$ cat config.mk
export PLATFORM = sky130hd
export DESIGN_NAME = hazard_ctrl_unit
export DESIGN_NICKNAME = d
export VERILOG_FILES = /design/src/rtl/hazard_pkg.sv /design/src/rtl/fwd_sel_unit.sv /design/src/rtl/hazard_ctrl_unit.sv
export SDC_FILE = /design/constraint.sdc
export NUM_CORES = 1
export LEC_CHECK = 0
export BUFFER_PORTS_ARGS = -buffer_cell sky130_fd_sc_hd__buf_4
export CAP_MARGIN = 20
export CORE_ASPECT_RATIO = 0.75
export CORE_MARGIN = 3
export CORE_UTILIZATION = 41
export CTS_CLUSTER_DIAMETER = 120
export DETAILED_ROUTE_END_ITERATION = 7
export HOLD_SLACK_MARGIN = 0.1
export PLACE_DENSITY = 0.76
export SLEW_MARGIN = 20
export SYNTH_ARGS = -nofsm -noshare
export SYNTH_HDL_FRONTEND = slang
export SYNTH_SLANG_ARGS = --single-unit
$ cat constraint.sdc
create_clock -name clk -period 2.1 [get_ports clk]
set_clock_uncertainty 0.1 [all_clocks]
set_input_delay 0.315 -clock clk [delete_from_list [all_inputs] [get_ports clk]]
set_output_delay 0.315 -clock clk [all_outputs]
set_load 0.02 [all_outputs]
$ cat src/rtl/hazard_pkg.sv
// Shared types for the pipeline hazard controller.
// Forward-select encodings and MDU stall FSM states.
package hazard_pkg;

    typedef enum logic [1:0] {
        FWD_RF  = 2'b00,
        FWD_WB  = 2'b01,
        FWD_MEM = 2'b10
    } fwd_sel_e;

    typedef enum logic {
        IDLE = 1'b0,
        BUSY = 1'b1
    } mdu_state_e;

endpackage

$ cat src/rtl/fwd_sel_unit.sv
// Operand forward select for one EX source register.
// MEM result wins over WB result; x0 never forwards.
module fwd_sel_unit
    import hazard_pkg::*;
#(
    parameter int REG_AW = 5
) (
    input  logic [REG_AW-1:0] rs,
    input  logic [REG_AW-1:0] rdM,
    input  logic [REG_AW-1:0] rdW,
    input  logic              regwriteM,
    input  logic              regwriteW,
    output fwd_sel_e          sel
);

    always_comb begin
        sel = FWD_RF;
        if (regwriteM && (rdM != '0) && (rdM == rs)) begin
            sel = FWD_MEM;
        end else if (regwriteW && (rdW != '0) && (rdW == rs)) begin
            sel = FWD_WB;
        end
    end

endmodule

$ cat src/rtl/hazard_ctrl_unit.sv
// 5-stage hazard controller: forwarding, load-use, branch flush,
// dmem wait, multi-cycle MDU stall FSM and stall-cycle counter.
module hazard_ctrl_unit
    import hazard_pkg::*;
#(
    parameter int REG_AW  = 5,
    parameter int MDU_LAT = 4,
    parameter int PERF_W  = 16
) (
    input  logic              clk,
    input  logic              rst,
    input  logic [REG_AW-1:0] rs1D,
    input  logic [REG_AW-1:0] rs2D,
    input  logic [REG_AW-1:0] rs1E,
    input  logic [REG_AW-1:0] rs2E,
    input  logic [REG_AW-1:0] rdE,
    input  logic [REG_AW-1:0] rdM,
    input  logic [REG_AW-1:0] rdW,
    input  logic              memreadE,
    input  logic              regwriteM,
    input  logic              regwriteW,
    input  logic              mdu_startE,
    input  logic              pcsrcE,
    input  logic              dmem_waitM,
    output logic [1:0]        fwdA_E,
    output logic [1:0]        fwdB_E,
    output logic              stallF,
    output logic              stallD,
    output logic              stallE,
    output logic              stallM,
    output logic              flushD,
    output logic              flushE,
    output logic              flushM,
    output logic              flushW,
    output logic              mdu_busy,
    output logic [PERF_W-1:0] stall_cycles
);

    localparam int CW = (MDU_LAT > 1) ? $clog2(MDU_LAT) : 1;
    localparam bit LONG = (MDU_LAT > 1);
    localparam logic [CW-1:0] LOAD = CW'((MDU_LAT > 1) ? MDU_LAT - 2 : 0);

    fwd_sel_e fwd_a;
    fwd_sel_e fwd_b;

    fwd_sel_unit #(.REG_AW(REG_AW)) u_fwd_a (
        .rs        (rs1E),
        .rdM       (rdM),
        .rdW       (rdW),
        .regwriteM (regwriteM),
        .regwriteW (regwriteW),
        .sel       (fwd_a)
    );

    fwd_sel_unit #(.REG_AW(REG_AW)) u_fwd_b (
        .rs        (rs2E),
        .rdM       (rdM),
        .rdW       (rdW),
        .regwriteM (regwriteM),
        .regwriteW (regwriteW),
        .sel       (fwd_b)
    );

    assign fwdA_E = fwd_a;
    assign fwdB_E = fwd_b;

    mdu_state_e    state;
    mdu_state_e    state_n;
    logic [CW-1:0] cnt;
    logic [CW-1:0] cnt_n;
    logic          mdu_stall;
    logic          load_use;

    assign mdu_busy = (state == BUSY);

    assign mdu_stall = ((state == IDLE) && mdu_startE && LONG)
                    || ((state == BUSY) && (cnt != '0));

    assign load_use = memreadE && (rdE != '0)
                   && ((rdE == rs1D) || (rdE == rs2D));

    always_ff @(posedge clk) begin
        if (rst) begin
            state <= IDLE;
            cnt   <= '0;
        end else begin
            state <= state_n;
            cnt   <= cnt_n;
        end
    end

    // Counter runs regardless of dmem_waitM so MDU latency stays fixed.
    always_comb begin
        state_n = state;
        cnt_n   = cnt;
        unique case (state)
            IDLE: begin
                if (mdu_startE && LONG && !pcsrcE) begin
                    state_n = BUSY;
                    cnt_n   = LOAD;
                end
            end
            BUSY: begin
                if (cnt == '0) begin
                    state_n = IDLE;
                end else begin
                    cnt_n = cnt - 1'b1;
                end
            end
            default: begin
                state_n = IDLE;
                cnt_n   = '0;
            end
        endcase
    end

    always_comb begin
        stallF = 1'b0;
        stallD = 1'b0;
        stallE = 1'b0;
        stallM = 1'b0;
        flushD = 1'b0;
        flushE = 1'b0;
        flushM = 1'b0;
        flushW = 1'b0;
        if (!rst) begin
            if (dmem_waitM) begin
                stallF = 1'b1;
                stallD = 1'b1;
                stallE = 1'b1;
                stallM = 1'b1;
                flushW = 1'b1;
            end else if (mdu_stall) begin
                stallF = 1'b1;
                stallD = 1'b1;
                stallE = 1'b1;
                flushM = 1'b1;
            end else if (pcsrcE) begin
                flushD = 1'b1;
                flushE = 1'b1;
            end else if (load_use) begin
                stallF = 1'b1;
                stallD = 1'b1;
                flushE = 1'b1;
            end
        end
    end

    always_ff @(posedge clk) begin
        if (rst) begin
            stall_cycles <= '0;
        end else if (stallF && (stall_cycles != '1)) begin
            stall_cycles <= stall_cycles + 1'b1;
        end
    end

endmodule

---- After elaboration in Yosys (flattened, before gate mapping) ----
Index checks and enable logic that the tools add are counted.
storage, ports and cells
  logic and storage cells ................. 66
  input bits .............................. 43
  output and inout bits ................... 29
  register bits ........................... 19
operators by class
  bitwise gates (word level) .............. 1
  reductions and logical operators ........ 21
  mux-type cells .......................... 30
  equality and inequality tests ........... 9
  add/sub/neg operators ................... 2
operator list
  cell                     number
  $eq A5 B5 Y1             6
  $mux W1                  24
  $add A16 B1 Y16 const B  1
  $ne A16 B16 Y1 const B   1
  $reduce_bool A5 Y1       3
  $logic_and A1 B1 Y1      12
  $mux W2                  4
  $pmux W2 S2              1
  $logic_not A2 Y1         1
  $logic_or A1 B1 Y1       2
  $ne A2 B1 Y1 const B     1
  $ne A2 B2 Y1 const B     1
  $pmux W1 S2              1
  $reduce_and A2 Y1        1
  $reduce_bool A2 Y1       1
  $sub A2 B1 Y2 const B    1
  $logic_not A1 Y1         1
  $not A1 Y1               1

---- Longest topological paths before layout ----
  word-level depth ........................ 9
  depth in mapped cells ................... 10
  gate-level depth less buffers ........... 9

---- Cells and area by module ----
A second synthesis with hierarchy kept.
unflattened totals
  cell total of the unflattened synthesis .. 180
  area, all modules ....................... 1486.4 µm²
by module, submodules not included
  module            area an instance (µm²)  seq. area each (µm²)  cells each  instances
  hazard_ctrl_unit  1183.6                  380.4                 140         1
  fwd_sel_unit      151.4                   0.0                   20          2

---- Worst setup path after synthesis ----
OpenSTA, ideal clock, no wires.
  path type ............................... input -> output
  from .................................... in rdM[0]
  to ...................................... out fwdA_E[0]
  setup slack ............................. -0.247 ns
  buffers on the path ..................... 0
  arrival ................................. 1.932 ns
  stages on the path ...................... 4
  data required time ...................... 1.685 ns
  cells stage by stage .................... or4_1 o21ai_0 nor4_1 nor4_1
on the way
  cells in the longest elaborated chain, start to end .. 4
  elaborated cells between the ends (all ways) .. 5
  classes of those cells .................. 1 x eq/ne; 1 x mux; 3 x reduce/logical
ends and longest elaborated chain
  what                     RTL line                RTL
  from (decl)              hazard_ctrl_unit.sv:17  input logic [REG_AW-1:0] rdM,
  $reduce_bool A5 Y1       fwd_sel_unit.sv:18      if (regwriteM && (rdM != '0) && (rdM == rs)) begin
  $logic_and A1 B1 Y1      fwd_sel_unit.sv:18
  $logic_and A1 B1 Y1 (*)  fwd_sel_unit.sv:18
  $mux W2 (*)              fwd_sel_unit.sv:18
  to (decl)                hazard_ctrl_unit.sv:25  output logic [1:0] fwdA_E,
Every way passes the cells marked *; elsewhere a longest branch is shown, timed or not.

---- Worst setup path after layout ----
  from .................................... in rdE[4]
  to ...................................... reg stall_cycles[7]
on the way
  cells in the longest elaborated chain, start to end .. 9
  elaborated cells between the ends (all ways) .. 12
  classes of those cells .................. 2 x eq/ne; 5 x mux; 5 x reduce/logical
ends and longest elaborated chain
  what                                                              RTL line                                        RTL
  from (decl)                                                       hazard_ctrl_unit.sv:16                          input logic [REG_AW-1:0] rdE,
  $eq A5 B5 Y1 / $reduce_bool A5 Y1 (equally long branches)         hazard_ctrl_unit.sv:80, hazard_ctrl_unit.sv:79
  $logic_or A1 B1 Y1 / $logic_and A1 B1 Y1 (equally long branches)  hazard_ctrl_unit.sv:80, hazard_ctrl_unit.sv:79
  $logic_and A1 B1 Y1 (*)                                           hazard_ctrl_unit.sv:80                          && ((rdE == rs1D) || (rdE == rs2D));
  $mux W1 (*)                                                       hazard_ctrl_unit.sv:141                         end else if (load_use) begin
  $mux W1 (*)                                                       hazard_ctrl_unit.sv:138                         end else if (pcsrcE) begin
  $mux W1 (*)                                                       hazard_ctrl_unit.sv:133                         end else if (mdu_stall) begin
  $mux W1 (*)                                                       hazard_ctrl_unit.sv:127                         if (dmem_waitM) begin
  $mux W1 (*)                                                       hazard_ctrl_unit.sv:126                         if (!rst) begin
  $logic_and A1 B1 Y1 (*)                                           hazard_ctrl_unit.sv:152                         end else if (stallF && (stall_cycles != '1)) begin
  to (signal assigned)                                              hazard_ctrl_unit.sv:153                         stall_cycles <= stall_cycles + 1'b1;
  to (decl)                                                         hazard_ctrl_unit.sv:36                          output logic [PERF_W-1:0] stall_cycles
Marked as above.
A chain may end at the register's enable or synchronous reset.

==> impl_metrics.json <==
{
  "synth_top_area_share_pct": 27.31,
  "hold_viol": 0,
  "ys_top_cells_by_area": "dfxtp_1 27%, xor2_1 15%, or4_1 7.0%, nand3_1 5.0%, xnor2_1 3.8%",
  "rsz0062_at_grt": "true",
  "antenna_found_initial": 0,
  "cts_tree": "done",
  "fin_ws_ps": -51.47,
  "grt_usage_pct": 23.34,
  "yosysWarningCount": 0,
  "crit_path_start_kind": "primary input",
  "design.die.area_um2": 4139,
  "min_period_ps": 2151,
  "synth_nets": 218,
  "start_util_pct": 45.15,
  "async_flop_share_pct": 0,
  "failed_checks": "setup timing",
  "final_cell_count_no_fill": 307,
  "cts.path.max_buffers": 2,
  "avgSynthCellArea_um2": 8.050,
  "nNetsFinal": 315,
  "wire_per_inst_um": 17.10,
  "first_global_vias": 1619,
  "grt_start_max_net_pins": 14,
  "hpwl_um": 3462,
  "status": "complete, but fails checks",
  "power_switching_mw": 0.2865,
  "clk_latency_ps": 260,
  "core_area_um2": 3084,
  "portBuffers": 71,
  "grt_overflow": 0,
  "netlist_instances": 173,
  "path_cells": "buf_6 -> xor2_1 -> nor3_1 -> a22oi_2 -> o41a_1 -> buf_6 -> buf_16 -> or4_4 -> a21oi_2",
  "whs_path_depth": 4,
  "yosys_register_bits": 19,
  "num_vias": 1719,
  "arrival_ps": 2250,
  "hold_buffers": 0,
  "root_buffer": "clkbuf_8",
  "crit_required_ps": 2200,
  "p_leak_nw": 1.095,
  "setup_viol": 4,
  "internal_power_mw": 0.6755,
  "cts_buffers": 3,
  "synth_flop_cell": "dfxtp_1",
  "setup.worst_path.class": "in2reg",
  "critPathMaxStageDelay_ps": 510,
  "ys_seq_area_share_pct": 27.31,
  "maxCapViolCount": 0,
  "syn_area_um2": 1393,
  "dieWidth_um": 73.30,
  "drt.antenna.violating_nets": 0,
  "tightestPinTransition_ps": 472.1,
  "routed_wl_um": 5251,
  "row_count": 17,
  "vias_per_cell": 5.599,
  "drtPass1Iterations": 4,
  "ir_worst_vdd_uv": 373.5,
  "syn2layout_area_growth_pct": 77.90,
  "first_iter_violations": 72,
  "floorplan.die.height_um": 56.47,
  "drc_errors": 0,
  "slowest_stage": "or4_4",
  "hold_ws_ps": 338.6,
  "crit_path_end_kind": "register",
  "power_density_nw_per_um2": 388.3,
  "slew_violations": 0,
  "r2r_cells": 9,
  "routabilityCongestion": 0.8864,
  "crit_top_cell": "buf_6",
  "clk_pin_slew_ps": 80,
  "yosysUniqueCellTypes": 33,
  "layout_commonest_cell": "buf_4",
  "drive_gt1_share_pct": 52.79,
  "synth_edf_count": 0,
  "finalCritPeriodShare_pct": 102.5,
  "h-tree-depth": 1,
  "final.setup.tns_ps": -86.07,
  "finalPower_mw": 0.9620,
  "dp_cells": 296,
  "power.share.clock_pct": 28.0,
  "path_max_fanout": 5,
  "max_freq_mhz": 464.8,
  "share_comb_of_total_power_pct": 33.4,
  "cts.sinks": 19,
  "p_sw_share_pct": 29.78,
  "pin_count": 72,
  "grt_pass1_wl_um": 7679,
  "relSlewSlack_pct": 68.23,
  "diodes": 0,
  "pwr-share-seq_pct": 38.6,
  "hp-class": "in2reg",
  "most-common-layout-cells": "88 x buf_4, 22 x xor2_1, 16 x dfxtp_1",
  "synth_top_cell_by_area": "dfxtp_1"
}
-- repair_timing --
action / 4_1_cts / 5_1_grt
endpoints found under the setup margin: 11 / 18
pin swaps: 6 / 8
buffers inserted: 4 / 1
gates resized for setup: 19 / 30
gates cloned: 2 / 0
-- through the flow --
stage | utilization, % | worst slack [ps] | instance area [um^2]
2_1_floorplan | - | -39.65 | 1436
3_3_place_gp | 69.21 | -171.6 | 2135
3_5_place_dp | 69.21 | -227.1 | 2135
4_1_cts | 75.50 | -14.37 | 2328
5_1_grt | 80.32 | -113.3 | 2477
6_report | 80.32 | -51.47 | 2477
-- metal layers --
| metal | share of wire, % | wire (um) | vias up | GRT usage, % |
|---|---|---|---|---|
| met5 | 0 | 0 | - | 0 |
| met4 | 1.7 | 87 | 0 | 6.718 |
| met3 | 9.7 | 511 | 10 | 5.903 |
| met2 | 48 | 2516 | 81 | 36.69 |
| met1 | 41 | 2135 | 799 | 31.26 |
| li1 | - | - | 829 | - |
-- logic make-up (layout without fill, tap and decap cells) --
logic type,Yosys count,in the layout,share of synthesized area (%)
simple gates,72,72,28.93
compound gates,32,32,15.28
xor+xnor,30,30,18.87
flops,19,19,27.31
buf+inv,14,110,4.940
mux,4,4,2.875
fa+ha+maj,2,2,1.797
-- cell usage after synthesis, drive strengths merged (5+ instances only) --
cell	number
o21ai	6
o31ai	6
nand3	14
xor2	24
or4	13
nor4	5
xnor2	6
inv	6
a21oi	10
nor2	10
dfxtp	19
nand2	10
and3	7
-- flip-flops by register name (all words and copies together), names as in the netlist --
name and cells:
mdu_busy 1, stall_cycles 16, cnt 2
-- path summary, 6_finish.rpt --
| check | end | slack [ps] | start |
|---|---|---|---|
| hold / removal | mdu_busy | 340 | pcsrcE |
| hold reg to reg | stall_cycles[14] | 390 | stall_cycles[14] |
| setup / recovery | stall_cycles[7] | -50 | rdE[4] |
| setup reg to reg | stall_cycles[11] | -30 | stall_cycles[0] |
-- critical path, delay by kind of cell --
kind	cells	cell delay, ps
buffers and inverters	3	380
AND/OR/NAND/NOR	2	730
XOR/XNOR	1	150
AO/OA/AOI/OAI	3	670
-- power by group through the flow --
| stage | Sequential (mW) | Combinational (mW) | Clock (mW) |
|---|---|---|---|
| after global placement | 0.378 | 0.246 | 0 |
| after detailed placement | 0.378 | 0.249 | 0 |
| after CTS | 0.370 | 0.296 | 0.270 |
| final | 0.371 | 0.321 | 0.270 |
| after floorplan | 0.384 | 0.111 | 0 |
| after global routing | 0.372 | 0.345 | 0.282 |
-- cell type report --
cell class	instances	area, um^2
Fill cell	206	606.8
Inverter	6	27.53
Timing Repair Buffer	100	842.1
Clock buffer	4	45.04
Sequential cell	19	386.6
Tap cell	38	47.55
Multi-Input combinational cell	140	1129
(Power assumes the default switching activity.)
